--- config.mk ---
export PLATFORM = sky130hd
export DESIGN_NAME = difftest_commit_tracker_flat
export DESIGN_NICKNAME = d
export VERILOG_FILES = /design/src/rtl/difftest_commit_tracker_pkg.sv /design/src/rtl/difftest_commit_tracker_if.sv /design/src/rtl/difftest_commit_tracker_popcount.sv /design/src/rtl/difftest_commit_tracker.sv /design/src/flat_wrapper.sv
export SDC_FILE = /design/constraint.sdc
export NUM_CORES = 1
export LEC_CHECK = 0
export ABC_CLOCK_PERIOD_IN_PS = 30200
export BUFFER_PORTS_ARGS = -buffer_cell sky130_fd_sc_hd__buf_2
export CELL_PAD_IN_SITES_DETAIL_PLACEMENT = 2
export CELL_PAD_IN_SITES_GLOBAL_PLACEMENT = 2
export CORE_AREA = 2 2 370 372
export CTS_CLUSTER_SIZE = 40
export DETAILED_ROUTE_END_ITERATION = 8
export DIE_AREA = 0 0 372 374
export PLACE_DENSITY = 0.63
export SLEW_MARGIN = 20
export SYNTH_ARGS = -nofsm -noshare
export SYNTH_HDL_FRONTEND = slang
export SYNTH_SLANG_ARGS = --single-unit
--- constraint.sdc ---
create_clock -name clock -period 30.2 [get_ports clock]
set_clock_uncertainty 0.2 [all_clocks]
set_input_delay 7.55 -clock clock [delete_from_list [all_inputs] [get_ports clock]]
set_output_delay 7.55 -clock clock [all_outputs]
set_load 0.05 [all_outputs]
--- src/rtl/difftest_commit_tracker_pkg.sv ---
// Shared definitions for the Difftest commit tracker.
// Holds the trap opcode default, the tracker state encoding and the field widths.
package difftest_commit_tracker_pkg;

  localparam logic [6:0] TRAP_OP_DEFAULT = 7'h6b;
  localparam int         REG_IDX_W       = 5;
  localparam int         WDEST_W         = 8;

  typedef enum logic [1:0] {
    ST_RUN     = 2'd0,
    ST_TRAPPED = 2'd1,
    ST_HUNG    = 2'd2
  } state_e;

endpackage

--- src/rtl/difftest_commit_tracker_if.sv ---
// Retire-side and Difftest-side signal bundle of the commit tracker.
// The master side drives retire information; the slave side is the tracker.
interface difftest_commit_tracker_if #(
  parameter int NCOMMIT = 2,
  parameter int XLEN    = 64
);
  import difftest_commit_tracker_pkg::*;

  logic [NCOMMIT-1:0]           in_valid;
  logic [NCOMMIT*XLEN-1:0]      in_pc;
  logic [NCOMMIT*32-1:0]        in_inst;
  logic [NCOMMIT-1:0]           in_wen;
  logic [NCOMMIT*REG_IDX_W-1:0] in_wdest;
  logic [NCOMMIT*XLEN-1:0]      in_wdata;
  logic [XLEN-1:0]              a0_value;

  logic [NCOMMIT-1:0]           cmt_valid;
  logic [NCOMMIT*XLEN-1:0]      cmt_pc;
  logic [NCOMMIT*32-1:0]        cmt_inst;
  logic [NCOMMIT-1:0]           cmt_wen;
  logic [NCOMMIT*WDEST_W-1:0]   cmt_wdest;
  logic [NCOMMIT*XLEN-1:0]      cmt_wdata;
  logic                         trap_valid;
  logic [7:0]                   trap_code;
  logic [XLEN-1:0]              trap_pc;
  logic [63:0]                  cycle_cnt;
  logic [63:0]                  instr_cnt;
  logic                         timeout;

  modport master (
    output in_valid, in_pc, in_inst, in_wen, in_wdest, in_wdata, a0_value,
    input  cmt_valid, cmt_pc, cmt_inst, cmt_wen, cmt_wdest, cmt_wdata,
    input  trap_valid, trap_code, trap_pc, cycle_cnt, instr_cnt, timeout
  );

  modport slave (
    input  in_valid, in_pc, in_inst, in_wen, in_wdest, in_wdata, a0_value,
    output cmt_valid, cmt_pc, cmt_inst, cmt_wen, cmt_wdest, cmt_wdata,
    output trap_valid, trap_code, trap_pc, cycle_cnt, instr_cnt, timeout
  );

endinterface

--- src/rtl/difftest_commit_tracker_popcount.sv ---
// Combinational population count of the effective commit mask.
module difftest_commit_tracker_popcount
  import difftest_commit_tracker_pkg::*;
#(
  parameter int NCOMMIT = 2,
  localparam int CNT_W  = $clog2(NCOMMIT + 1)
) (
  input  logic [NCOMMIT-1:0] i_bits,
  output logic [CNT_W-1:0]   o_count
);

  // Sum the set bits of the commit mask.
  always_comb begin
    o_count = '0;
    for (int k = 0; k < NCOMMIT; k++) begin
      o_count = o_count + CNT_W'(i_bits[k]);
    end
  end

endmodule

--- src/rtl/difftest_commit_tracker.sv ---
// Commit-side tracker feeding the Difftest InstrCommit/TrapEvent modules.
// Registers up to NCOMMIT retirements per cycle, counts cycles and instructions,
// stops at the first trap opcode in program order and reports a hung core.
module difftest_commit_tracker
  import difftest_commit_tracker_pkg::*;
#(
  parameter int         NCOMMIT = 2,
  parameter int         XLEN    = 64,
  parameter int         TIMEOUT = 5000,
  parameter logic [6:0] TRAP_OP = TRAP_OP_DEFAULT
) (
  input logic                 clock,
  input logic                 reset,
  difftest_commit_tracker_if.slave bus
);

  localparam int CNT_W = $clog2(NCOMMIT + 1);
  localparam int IDX_W = (NCOMMIT > 1) ? $clog2(NCOMMIT) : 1;
  localparam int WD_W  = $clog2(TIMEOUT);

  state_e                     r_state;
  state_e                     w_state_nxt;
  logic                       w_run;

  logic                       w_trap_hit;
  logic [IDX_W-1:0]           w_trap_idx;
  logic [XLEN-1:0]            w_trap_pc;
  logic [NCOMMIT-1:0]         w_eff_valid;
  logic [NCOMMIT-1:0]         w_cmt_wen;
  logic [NCOMMIT*WDEST_W-1:0] w_wdest_ext;
  logic [CNT_W-1:0]           w_pop;
  logic                       w_any;
  logic                       w_wd_expire;

  logic [NCOMMIT-1:0]         r_cmt_valid;
  logic [NCOMMIT*XLEN-1:0]    r_cmt_pc;
  logic [NCOMMIT*32-1:0]      r_cmt_inst;
  logic [NCOMMIT-1:0]         r_cmt_wen;
  logic [NCOMMIT*WDEST_W-1:0] r_cmt_wdest;
  logic [NCOMMIT*XLEN-1:0]    r_cmt_wdata;
  logic                       r_trap_valid;
  logic [7:0]                 r_trap_code;
  logic [XLEN-1:0]            r_trap_pc;
  logic [63:0]                r_cycle_cnt;
  logic [63:0]                r_instr_cnt;
  logic                       r_timeout;
  logic [WD_W-1:0]            r_wd;

  // Only the low byte of a0 forms the trap code.
  logic w_unused;
  assign w_unused = ^bus.a0_value[XLEN-1:8];

  // Pick the oldest channel carrying the trap opcode, and its PC.
  always_comb begin
    w_trap_hit = 1'b0;
    w_trap_idx = '0;
    w_trap_pc  = '0;
    for (int k = NCOMMIT - 1; k >= 0; k--) begin
      if (bus.in_valid[k] && (bus.in_inst[k*32 +: 7] == TRAP_OP)) begin
        w_trap_hit = 1'b1;
        w_trap_idx = IDX_W'(k);
        w_trap_pc  = bus.in_pc[k*XLEN +: XLEN];
      end
    end
  end

  // Drop commits younger than the trap; x0 writes never count as writes.
  always_comb begin
    w_eff_valid = '0;
    w_cmt_wen   = '0;
    w_wdest_ext = '0;
    for (int k = 0; k < NCOMMIT; k++) begin
      w_eff_valid[k] = bus.in_valid[k] && (!w_trap_hit || (IDX_W'(k) <= w_trap_idx));
      w_cmt_wen[k]   = bus.in_wen[k] && w_eff_valid[k] &&
                       (bus.in_wdest[k*REG_IDX_W +: REG_IDX_W] != '0);
      w_wdest_ext[k*WDEST_W +: WDEST_W] =
        {{(WDEST_W - REG_IDX_W){1'b0}}, bus.in_wdest[k*REG_IDX_W +: REG_IDX_W]};
    end
  end

  difftest_commit_tracker_popcount #(
    .NCOMMIT (NCOMMIT)
  ) u_popcount (
    .i_bits  (w_eff_valid),
    .o_count (w_pop)
  );

  assign w_any       = |w_eff_valid;
  assign w_wd_expire = !w_any && (r_wd == WD_W'(TIMEOUT - 1));

  // Next state: a trap beats the watchdog; both end states are terminal.
  always_comb begin
    w_state_nxt = r_state;
    w_run       = 1'b0;
    case (r_state)
      ST_RUN: begin
        w_run = 1'b1;
        if (w_trap_hit) begin
          w_state_nxt = ST_TRAPPED;
        end else if (w_wd_expire) begin
          w_state_nxt = ST_HUNG;
        end
      end
      default: w_state_nxt = r_state;
    endcase
  end

  // State register.
  always_ff @(posedge clock or posedge reset) begin
    if (reset) begin
      r_state <= ST_RUN;
    end else begin
      r_state <= w_state_nxt;
    end
  end

  // Register the commit channels; once stopped only valid/wen are cleared.
  always_ff @(posedge clock or posedge reset) begin
    if (reset) begin
      r_cmt_valid <= '0;
      r_cmt_pc    <= '0;
      r_cmt_inst  <= '0;
      r_cmt_wen   <= '0;
      r_cmt_wdest <= '0;
      r_cmt_wdata <= '0;
    end else if (w_run) begin
      r_cmt_valid <= w_eff_valid;
      r_cmt_pc    <= bus.in_pc;
      r_cmt_inst  <= bus.in_inst;
      r_cmt_wen   <= w_cmt_wen;
      r_cmt_wdest <= w_wdest_ext;
      r_cmt_wdata <= bus.in_wdata;
    end else begin
      r_cmt_valid <= '0;
      r_cmt_wen   <= '0;
    end
  end

  // Free-running cycle and instruction counters, frozen once stopped.
  always_ff @(posedge clock or posedge reset) begin
    if (reset) begin
      r_cycle_cnt <= '0;
      r_instr_cnt <= '0;
    end else if (w_run) begin
      r_cycle_cnt <= r_cycle_cnt + 64'd1;
      r_instr_cnt <= r_instr_cnt + 64'(w_pop);
    end
  end

  // Latch the trap report on the trapping cycle.
  always_ff @(posedge clock or posedge reset) begin
    if (reset) begin
      r_trap_valid <= 1'b0;
      r_trap_code  <= '0;
      r_trap_pc    <= '0;
    end else if (w_run && w_trap_hit) begin
      r_trap_valid <= 1'b1;
      r_trap_code  <= bus.a0_value[7:0];
      r_trap_pc    <= w_trap_pc;
    end
  end

  // No-commit watchdog: cleared by any commit, fires after TIMEOUT idle cycles.
  always_ff @(posedge clock or posedge reset) begin
    if (reset) begin
      r_wd      <= '0;
      r_timeout <= 1'b0;
    end else if (w_run) begin
      if (w_any) begin
        r_wd <= '0;
      end else if (w_wd_expire) begin
        r_timeout <= 1'b1;
      end else begin
        r_wd <= r_wd + 1'b1;
      end
    end
  end

  assign bus.cmt_valid  = r_cmt_valid;
  assign bus.cmt_pc     = r_cmt_pc;
  assign bus.cmt_inst   = r_cmt_inst;
  assign bus.cmt_wen    = r_cmt_wen;
  assign bus.cmt_wdest  = r_cmt_wdest;
  assign bus.cmt_wdata  = r_cmt_wdata;
  assign bus.trap_valid = r_trap_valid;
  assign bus.trap_code  = r_trap_code;
  assign bus.trap_pc    = r_trap_pc;
  assign bus.cycle_cnt  = r_cycle_cnt;
  assign bus.instr_cnt  = r_instr_cnt;
  assign bus.timeout    = r_timeout;

endmodule

--- src/flat_wrapper.sv ---
// flat-port wrapper written by rule: the top's interface ports become plain ports
module difftest_commit_tracker_flat import difftest_commit_tracker_pkg::*;
#(
  parameter int         NCOMMIT = 2,
  parameter int         XLEN    = 64,
  parameter int         TIMEOUT = 5000,
  parameter logic [6:0] TRAP_OP = TRAP_OP_DEFAULT
)
  (clock, reset, bus_in_valid, bus_in_pc, bus_in_inst, bus_in_wen, bus_in_wdest, bus_in_wdata, bus_a0_value, bus_cmt_valid, bus_cmt_pc, bus_cmt_inst, bus_cmt_wen, bus_cmt_wdest, bus_cmt_wdata, bus_trap_valid, bus_trap_code, bus_trap_pc, bus_cycle_cnt, bus_instr_cnt, bus_timeout);
  difftest_commit_tracker_if #(.NCOMMIT(NCOMMIT), .XLEN(XLEN)) bus_i ();
  input logic clock;
  input logic reset;
  input wire logic [$bits(bus_i.in_valid)-1:0] bus_in_valid;
  input wire logic [$bits(bus_i.in_pc)-1:0] bus_in_pc;
  input wire logic [$bits(bus_i.in_inst)-1:0] bus_in_inst;
  input wire logic [$bits(bus_i.in_wen)-1:0] bus_in_wen;
  input wire logic [$bits(bus_i.in_wdest)-1:0] bus_in_wdest;
  input wire logic [$bits(bus_i.in_wdata)-1:0] bus_in_wdata;
  input wire logic [$bits(bus_i.a0_value)-1:0] bus_a0_value;
  output wire logic [$bits(bus_i.cmt_valid)-1:0] bus_cmt_valid;
  output wire logic [$bits(bus_i.cmt_pc)-1:0] bus_cmt_pc;
  output wire logic [$bits(bus_i.cmt_inst)-1:0] bus_cmt_inst;
  output wire logic [$bits(bus_i.cmt_wen)-1:0] bus_cmt_wen;
  output wire logic [$bits(bus_i.cmt_wdest)-1:0] bus_cmt_wdest;
  output wire logic [$bits(bus_i.cmt_wdata)-1:0] bus_cmt_wdata;
  output wire logic [$bits(bus_i.trap_valid)-1:0] bus_trap_valid;
  output wire logic [$bits(bus_i.trap_code)-1:0] bus_trap_code;
  output wire logic [$bits(bus_i.trap_pc)-1:0] bus_trap_pc;
  output wire logic [$bits(bus_i.cycle_cnt)-1:0] bus_cycle_cnt;
  output wire logic [$bits(bus_i.instr_cnt)-1:0] bus_instr_cnt;
  output wire logic [$bits(bus_i.timeout)-1:0] bus_timeout;
  assign bus_i.in_valid = bus_in_valid;
  assign bus_i.in_pc = bus_in_pc;
  assign bus_i.in_inst = bus_in_inst;
  assign bus_i.in_wen = bus_in_wen;
  assign bus_i.in_wdest = bus_in_wdest;
  assign bus_i.in_wdata = bus_in_wdata;
  assign bus_i.a0_value = bus_a0_value;
  assign bus_cmt_valid = bus_i.cmt_valid;
  assign bus_cmt_pc = bus_i.cmt_pc;
  assign bus_cmt_inst = bus_i.cmt_inst;
  assign bus_cmt_wen = bus_i.cmt_wen;
  assign bus_cmt_wdest = bus_i.cmt_wdest;
  assign bus_cmt_wdata = bus_i.cmt_wdata;
  assign bus_trap_valid = bus_i.trap_valid;
  assign bus_trap_code = bus_i.trap_code;
  assign bus_trap_pc = bus_i.trap_pc;
  assign bus_cycle_cnt = bus_i.cycle_cnt;
  assign bus_instr_cnt = bus_i.instr_cnt;
  assign bus_timeout = bus_i.timeout;
  difftest_commit_tracker #(.NCOMMIT(NCOMMIT), .XLEN(XLEN), .TIMEOUT(TIMEOUT), .TRAP_OP(TRAP_OP)) u_core (.clock(clock), .reset(reset), .bus(bus_i));
endmodule
==> results of run 1 <==
==> routing by layer <==
metal  vias up  GRT usage
li1       9348          -
met1     10290     0.1686
met2       595     0.2502
met3       173    0.05038
met4        24    0.05485
met5         -          0
==> flip-flops by register name (all words and copies together) (netlist names) <==
signal / count
u_core.bus.cmt_pc: 128
u_core.bus.cmt_wdata: 128
u_core.bus.cmt_inst: 64
u_core.bus.cycle_cnt: 64
u_core.bus.instr_cnt: 64
u_core.bus.trap_pc: 64
u_core.r_wd: 13
u_core.bus.cmt_wdest: 10
u_core.bus.trap_code: 8
u_core.bus.cmt_valid: 2
u_core.bus.cmt_wen: 2
u_core.r_state: 2
u_core.bus.timeout: 1
u_core.bus.trap_valid: 1
==> worst max-delay path: cells and delay by family <==
kind	cells	cell delay, ns
buf+inv	6	3.65
==> placed cells by master, fill, tap and decap left out, types with 3 or more instances in the layout <==
| cell type | count |
|---|---|
| a21oi_1 | 67 |
| and2_1 | 5 |
| and3_1 | 11 |
| and4_1 | 11 |
| buf_2 | 879 |
| buf_4 | 21 |
| bufinv_16 | 3 |
| clkbuf_1 | 20 |
| clkbuf_16 | 74 |
| clkbuf_8 | 16 |
| clkinv_2 | 6 |
| conb_1 | 6 |
| dfrtp_1 | 551 |
| diode_2 | 10 |
| ha_1 | 3 |
| inv_1 | 15 |
| mux2_2 | 8 |
| nand2_1 | 1062 |
| nand2b_1 | 3 |
| nand3_1 | 48 |
| nand4_1 | 37 |
| nand4b_1 | 3 |
| nor2_1 | 115 |
| nor3_1 | 40 |
| nor4_1 | 19 |
| nor4_2 | 3 |
| nor4_4 | 3 |
| o21ai_0 | 3 |
| o22ai_1 | 64 |
| or2_2 | 12 |
| or3_1 | 8 |
| xnor2_1 | 62 |
| xor2_1 | 72 |
==> path summary, 6_finish.rpt <==
check / start / to / slack (ns) / depth (start not counted)
max: reset / u_core.bus.trap_pc[26]$_DFFE_PP0P_ / 19.32 / 6
min: u_core.bus.trap_valid$_DFFE_PP0P_ / u_core.bus.trap_valid$_DFFE_PP0P_ / 0.26 / 1
max reg2reg: u_core.r_state[1]$_DFFE_PP0P_ / u_core.bus.cmt_pc[0]$_DFFE_PP0P_ / 26.59 / 6
min reg2reg: u_core.bus.trap_valid$_DFFE_PP0P_ / u_core.bus.trap_valid$_DFFE_PP0P_ / 0.26 / 1
max in group clock: bus_in_valid[0] / u_core.bus.instr_cnt[54]$_DFFE_PP0P_ / 19.68 / 13
min in group asynchronous: reset / u_core.bus.cmt_wdata[61]$_DFFE_PP0P_ / 6.81 / 2
==> cell families after synthesis <==
logic type | after synthesis | share of synthesized area
and+or+nand+nor | 1399 | 0.2622
DFF | 551 | 0.6184
AOI/OAI and AO/OA | 139 | 0.03547
xor gates and xnor gates | 134 | 0.05264
buffers and inverters | 134 | 0.02447
muxes | 8 | 0.004041
adders and majority gates | 4 | 0.002582
other | 1 | 0.0001682
==> power breakdown <==
part           leakage [nW]  internal, mW  switching [mW]
clock                  1.18         0.521           0.368
sequential             6.90         0.861          0.0717
combinational          8.31         0.173           0.730
total                  16.4          1.55            1.17
==> final cells by class <==
| class | instances | area share |
|---|---|---|
| Clock inverter | 18 | 0.008643 |
| Sequential cell | 551 | 0.4430 |
| Antenna cell | 10 | 0.0008040 |
| Inverter | 16 | 0.002171 |
| Tap cell | 1781 | 0.07160 |
| Multi-Input combinational cell | 1690 | 0.2574 |
| Clock buffer | 110 | 0.06898 |
| Timing Repair Buffer | 902 | 0.1474 |
==> qor.yml, run 1 <==
layout:
  final_util: 0.2306
  instances_no_fill: 5078
  nets: 3638
  final_layout_size_suffix_gt1_frac: 0.3188
  nFillCells: 15670
  seq_area_mm2: 0.01379
  multi_input_area_mm2: 0.008010
  syn_to_final_growth_pct: 39.60
  final_area_mm2: 0.03112
power_and_ir_drop:
  power_mw: 2.724
  irDropWorstVdd_uv: 34.90
  power.density_mw_per_mm2: 87.52
  leakage_nw: 16.39
routing:
  drcViolationCount: 0
  dr.pass1.iters: 5
  top_layer_used: "met5"
  vias: 20430
  via_per_inst: 4.023
  routed-wl-met2_um: 51280
  wl_met1_um: 41180
  wirelength_um: 104300
  drtIter0Drc: 765
  ant_nets: 0
  wl_met3_um: 8065
  routedWlPerCell_um: 20.54
floorplanning:
  die_height_um: 374
  ioPinCount: 942
  start_util: 0.1652
  die_area_mm2: 0.1391
  core_mm2: 0.1350
  rows: 135
  die_w_um: 372
synth:
  async_reset_ff_frac: 1.000
  ys_top_cells_by_area: "dfrtp_1 62%, nand2_1 18%, xor2_1 2.8%"
  yosysMostFrequentCell: "nand2_1"
  avgSynthCellArea_um2: 9.407
  synth.top_cell.area_share: 0.6184
  synth_edf_count: 0
  synthFlopType: "dfrtp_1"
  yosysTopAreaCell: "dfrtp_1"
  yosys_warnings: 0
  netlist_instances: 2370
  ys_types: 47
  yosysSeqAreaShare: 0.6184
  ys_seq_elements: 551
  synthTopCellsByCount: "1,062 x nand2_1, 551 x dfrtp_1, 116 x nor2_1"
  netlist_area_mm2: 0.02230
setup_path:
  cp_data_required_time_ns: 30.68
  path_class: "input port to async pin"
  crit_path_start_kind: "input port"
  path_cells: "buf_2 > inv_8 > buf_4 > buf_4 > buf_4 > buf_4"
  slowest_delay_ns: 0.82
  arrival_ns: 11.36
  end_kind: "async pin"
  crit_top_cell: "buf_4"
  crit_fanout: 102
  crit_slowest_cell: "buf_4"
sta:
  rsz0062_at_grt: "no"
  slew_violations: 0
  setup_viol: 0
  fin_hold_ws_ns: 0.2618
  fin_crit_ns: 10.88
  max_freq_mhz: 91.92
  finalCritPeriodShare: 0.3602
  slew-limit-headroom: 0.3559
  finalHoldViolCount: 0
  fin_ws_ns: 19.32
  finalSetupTns_ns: 0
  max_slew.worst_pin.slew_ns: 0.9661
clock_network:
  ctsResizeCount: 0
  clk_pin_slew_worst_paths_ns: 0.06
  cts.sinks: 551
  postCtsHoldBufs: 0
  htreeDepth: 3
  cts_made_buffers: 73
  clkLatencyLatePin_ns: 0.66
  postCtsSetupBuffers: 0
  root_buffer: "clkbuf_16"
  cts_tree: "yes"
  clockBufferDepth: 3
grt:
  grt_pass1_wl_um: 152200
  grt_usage: 0.1469
  overflow: 0
  antenna_found_initial: 31
  first_global_vias: 22340
  grt_max_degree: 152
placement:
  placed_area_mm2: 0.02867
  pre_cts_slack_ns: 18.30
  dpl.hpwl_um: 77630
  gp_congestion: 0.8059
  dp.cells: 4940
  numPortBuffers: 879
run:
  cap_violations: 0
outcome:
  status: "complete, no violations"
hold_path:
  hold_class: "flip-flop to flip-flop"
No activity file was read; power rests on OpenSTA's default activity.
==> run 2, diff against run 1 <==
Settings changed: ABC_CLOCK_PERIOD_IN_PS 30200 to 9500, CORE_AREA 2 2 370 372 to 2 2 371 373, DIE_AREA 0 0 372 374 to 0 0 373 375, PLACE_DENSITY 0.63 to 0.64.
Clock period 30.2 ns to 9.5 ns, I/O delays scaled along.
==> run 2 against run 1 <==
Global-route usage is 0.14 points lower. Final area is 0.50% higher. Power grew to 3.2 times the previous value. Critical path type is now input port to flip-flop. Sequential power grew to 3.2 times the previous value.
==> qor.yml, run 2 (same netlist as run 1, synthesis figures left out) <==
run:
  cap_violations: 0
clock_network:
  ctsResizeCount: 0
  cts.sinks: 551
  postCtsHoldBufs: 0
  clockBufferDepth: 3
  htreeDepth: 3
  cts_made_buffers: 74
  clk_pin_slew_worst_paths_ns: 0.05
  clkLatencyLatePin_ns: 0.67
  postCtsSetupBuffers: 0
  root_buffer: "clkbuf_16"
  cts_tree: "yes"
sta:
  slew_violations: 0
  finalSetupTns_ns: 0
  rsz0062_at_grt: "no"
  fin_hold_ws_ns: 0.2600
  max_freq_mhz: 179.8
  fin_crit_ns: 5.562
  slew-limit-headroom: 0.2810
  setup_viol: 0
  finalHoldViolCount: 0
  finalCritPeriodShare: 0.5855
  fin_ws_ns: 3.938
  max_slew.worst_pin.slew_ns: 1.078
floorplanning:
  die_area_mm2: 0.1399
  start_util: 0.1636
  die_w_um: 373
  ioPinCount: 942
  core_mm2: 0.1363
  rows: 136
  die_height_um: 375
placement:
  numPortBuffers: 879
  pre_cts_slack_ns: 3.058
  gp_congestion: 0.8048
  dpl.hpwl_um: 76860
  placed_area_mm2: 0.02873
  dp.cells: 4949
power_and_ir_drop:
  p_switching_mw: 3.732
  power.density_mw_per_mm2: 280.1
  intPower_mw: 5.029
  power_mw: 8.761
  leakage_nw: 16.45
  seqPwrFrac: 0.339
  pwr-share-clk: 0.334
  p_sw_frac: 0.4260
  comb_power_share: 0.327
  irDropWorstVdd_uv: 117.7
layout:
  instances_no_fill: 5094
  multi_input_area_mm2: 0.008004
  final_area_mm2: 0.03128
  mostFrequentLayoutCell: "nand2_1"
  final_util: 0.2295
  nets: 3635
  final_cell_mix: "1,062 x nand2_1, 879 x buf_2, 551 x dfrtp_1"
  seq_area_mm2: 0.01379
  final_layout_size_suffix_gt1_frac: 0.3202
  nFillCells: 15770
  syn_to_final_growth_pct: 40.29
routing:
  ant_nets: 0
  drtIter0Drc: 964
  dr.pass1.iters: 4
  drcViolationCount: 0
  routedWlPerCell_um: 20.32
  wirelength_um: 103500
  via_per_inst: 4.035
  vias: 20560
grt:
  grt_pass1_wl_um: 152400
  antenna_found_initial: 36
  first_global_vias: 22340
  grt_max_degree: 185
  grt_usage: 0.1455
  overflow: 0
setup_path:
  arrival_ns: 5.90
  crit_fanout: 5
  end_kind: "flip-flop"
  crit_path_start_kind: "input port"
  crit_slowest_cell: "nor4_1"
  critical-path-top-delay-family: "simple AND/OR/NAND/NOR gates"
  reg2reg_setup_slack_ns: 6.23
  crit_top_cell: "nand4_1"
  cp_num_buf_inv: 2
  path_class: "input port to flip-flop"
  path_cells: "buf_2 > and4b_1 > nand4_1 > nand2_1 > inv_1 > fa_1 > ha_1 > and4bb_2 > nand4_1 > nor4_1 > nand4_1 > xnor2_1"
  slowest_delay_ns: 0.95
  cp_data_required_time_ns: 9.84
hold_path:
  hold_class: "flip-flop to flip-flop"
outcome:
  status: "complete, no violations"
## run 2: layout make-up
| type | instances | share of cell area |
|---|---|---|
| diodes | 11 | 0.0008800 |
| clock buffers | 106 | 0.06816 |
| clock inverters | 28 | 0.01244 |
| inverters | 16 | 0.002040 |
| multi-input cells | 1690 | 0.2559 |
| flip-flops and latches | 551 | 0.4408 |
| well taps | 1794 | 0.07176 |
| repair buffers | 898 | 0.1480 |
## run 2: routing by layer
metal | vias up | GRT usage | part of all wire
met2 | 609 | 0.2451 | 0.49
met3 | 182 | 0.04526 | 0.074
met5 | - | 0 | 0.0015
met1 | 10370 | 0.1698 | 0.40
met4 | 26 | 0.06320 | 0.037
li1 | 9368 | - | -
## run 2: path summary, 6_finish.rpt
kind,startpoint,cells past startpoint,end
worst max-delay path,bus_in_valid[0],12,u_core.bus.instr_cnt[44]$_DFFE_PP0P_
worst min-delay path,u_core.bus.instr_cnt[63]$_DFFE_PP0P_,1,u_core.bus.instr_cnt[63]$_DFFE_PP0P_
worst max register to register,u_core.r_state[1]$_DFFE_PP0P_,5,u_core.bus.cmt_pc[127]$_DFFE_PP0P_
worst min register to register,u_core.bus.instr_cnt[63]$_DFFE_PP0P_,1,u_core.bus.instr_cnt[63]$_DFFE_PP0P_
max in group asynchronous,reset,4,u_core.bus.trap_pc[14]$_DFFE_PP0P_
min in group asynchronous,reset,2,u_core.bus.cmt_wdata[62]$_DFFE_PP0P_
## run 2: power by group through the flow
stage	sequential (mW)	clock, mW	combinational [mW]
floorplan	4.36	0	0.618
global placement	2.99	0	2.88
detailed placement	3.01	0	2.91
CTS	2.97	3.04	2.92
global route	3.03	3.13	3.05
finish	2.97	2.93	2.86
==> run 3, diff against run 2 <==
Settings changed: ABC_CLOCK_PERIOD_IN_PS 9500 to 4900.
Clock period 9.5 ns to 4.9 ns, I/O delays scaled along.
==> run 3 against run 2 <==
Critical endpoint is now u_core.bus.instr_cnt[58]$_DFFE_PP0P_. Clock power increased by 91%. Sequential share of layout area is 0.28 points lower. Sequential cell count unchanged. Critical path depth increased by 1. Utilization rose by 0.15 points. Sequential power up 94%. Non-clock buffer count increased by 28. Setup slack worse by 2.9 ns. First-iteration DRC count decreased by 4.6%. Register-to-register slack got worse by 4.2 ns.
==> qor.yml, run 3 (same netlist as run 1, synthesis figures left out) <==
outcome:
  status: "complete, no violations"
setup_path:
  crit_slowest_cell: "or3_1"
  crit_top_cell: "nand4_1"
  crit_path_start_kind: "input port"
  cp_num_buf_inv: 3
  path_cells: "buf_2 > and4b_1 > nand4_1 > nand2_1 > inv_1 > fa_1 > ha_1 > and4bb_2 > nand4_1 > or3_1 > buf_4 > nor3_1 > xor2_1"
  arrival_ns: 4.22
  cp_data_required_time_ns: 5.25
  path_class: "input port to flip-flop"
  crit_fanout: 7
  slowest_delay_ns: 0.53
  critical-path-top-delay-family: "simple AND/OR/NAND/NOR gates"
  end_kind: "flip-flop"
routing:
  via_per_inst: 3.996
  wirelength_um: 104100
  dr.pass1.iters: 5
  vias: 20450
  drcViolationCount: 0
  routedWlPerCell_um: 20.33
  drtIter0Drc: 920
  ant_nets: 0
power_and_ir_drop:
  irDropWorstVdd_uv: 222.4
  power.density_mw_per_mm2: 538.8
  leakage_nw: 16.57
sta:
  finalHoldViolCount: 0
  slew-limit-headroom: 0.3204
  rsz0062_at_grt: "no"
  max_slew.worst_pin.slew_ns: 1.019
  setup_viol: 0
  slew_violations: 0
  fin_ws_ns: 1.034
  finalCritPeriodShare: 0.7889
  max_freq_mhz: 258.7
  fin_crit_ns: 3.866
clock_network:
  postCtsHoldBufs: 0
  cts_tree: "yes"
  cts_made_buffers: 74
  clockBufferDepth: 3
  cts.sinks: 551
  ctsResizeCount: 0
  postCtsSetupBuffers: 0
  root_buffer: "clkbuf_16"
  clk_pin_slew_worst_paths_ns: 0.06
  htreeDepth: 3
  clkLatencyLatePin_ns: 0.64
floorplanning:
  die_w_um: 373
  core_mm2: 0.1363
  die_height_um: 375
  rows: 136
  die_area_mm2: 0.1399
  ioPinCount: 942
  start_util: 0.1636
layout:
  mostFrequentLayoutCell: "nand2_1"
  final_layout_size_suffix_gt1_frac: 0.3247
  final_cell_mix: "1,062 x nand2_1, 879 x buf_2, 551 x dfrtp_1"
  syn_to_final_growth_pct: 41.19
  nets: 3663
  final_util: 0.2309
run:
  cap_violations: 0
grt:
  grt_max_degree: 109
  grt_pass1_wl_um: 153800
  grt_usage: 0.1464
  antenna_found_initial: 31
  first_global_vias: 22630
  overflow: 0
placement:
  pre_cts_slack_ns: 0.3347
  gp_congestion: 0.8003
  numPortBuffers: 879
  dpl.hpwl_um: 78510
hold_path:
  hold_class: "flip-flop to flip-flop"
[run 3: final cells by class]
| type | instances | area, um^2 |
|---|---|---|
| Clock buffer | 105 | 2110 |
| Timing Repair Buffer | 926 | 4865 |
| Tap cell | 1794 | 2245 |
| Fill cell | 15790 | 104800 |
| Multi-Input combinational cell | 1690 | 8004 |
| Clock inverter | 26 | 375.4 |
| Antenna cell | 11 | 27.53 |
| Sequential cell | 551 | 13790 |
| Inverter | 16 | 63.81 |
[run 3: routing by layer]
metal,GRT usage,wire length (um)
met4,0.05737,3677
met1,0.1717,41680
met5,0,198
met2,0.2469,50940
met3,0.04760,7553
[run 3: path summary, 6_finish.rpt]
kind	end	slack (ns)	start	depth (start not counted)
worst max-delay path	u_core.bus.instr_cnt[58]$_DFFE_PP0P_	1.03	bus_in_valid[0]	13
worst min-delay path	u_core.bus.trap_valid$_DFFE_PP0P_	0.26	u_core.bus.trap_valid$_DFFE_PP0P_	1
worst max register to register	u_core.bus.cycle_cnt[60]$_DFFE_PP0P_	2.00	u_core.bus.cycle_cnt[0]$_DFFE_PP0P_	6
worst min register to register	u_core.bus.trap_valid$_DFFE_PP0P_	0.26	u_core.bus.trap_valid$_DFFE_PP0P_	1
max in group asynchronous	u_core.bus.cmt_wdata[84]$_DFFE_PP0P_	2.84	reset	4
min in group asynchronous	u_core.bus.cmt_wdata[62]$_DFFE_PP0P_	0.52	reset	2
[run 3: metrics by stage]
stage | cell area, um^2 | total power [mW] | hold slack, ns | std cells | setup TNS (ns)
after global placement | 28970 | 11.43 | 0.2472 | 4977 | 0
final | 31480 | 16.96 | 0.2632 | 5119 | 0
after CTS | 31450 | 17.30 | 0.2671 | 5108 | 0
after detailed placement | 28970 | 11.54 | 0.2539 | 4977 | 0
after global routing | 31470 | 17.82 | 0.2829 | 5114 | 0
after floorplan | 22320 | 9.654 | 0.2749 | 2375 | -2216.58
[run 3: worst register-to-register path, cell delays in order, from the launching register on]
cell	delay, ns
dfrtp_1	0.45
ha_1	0.18
or3b_2	0.53
nor4_4	0.44
nand4_1	0.46
nor3_1	0.41
xnor2_1	0.15
[run 3: power by group]
part | internal [mW] | switching [mW] | leakage, nW | total, mW
logic | 1.10 | 4.50 | 8.46 | 5.60
clock network | 3.33 | 2.26 | 1.21 | 5.59
registers | 5.31 | 0.463 | 6.90 | 5.77
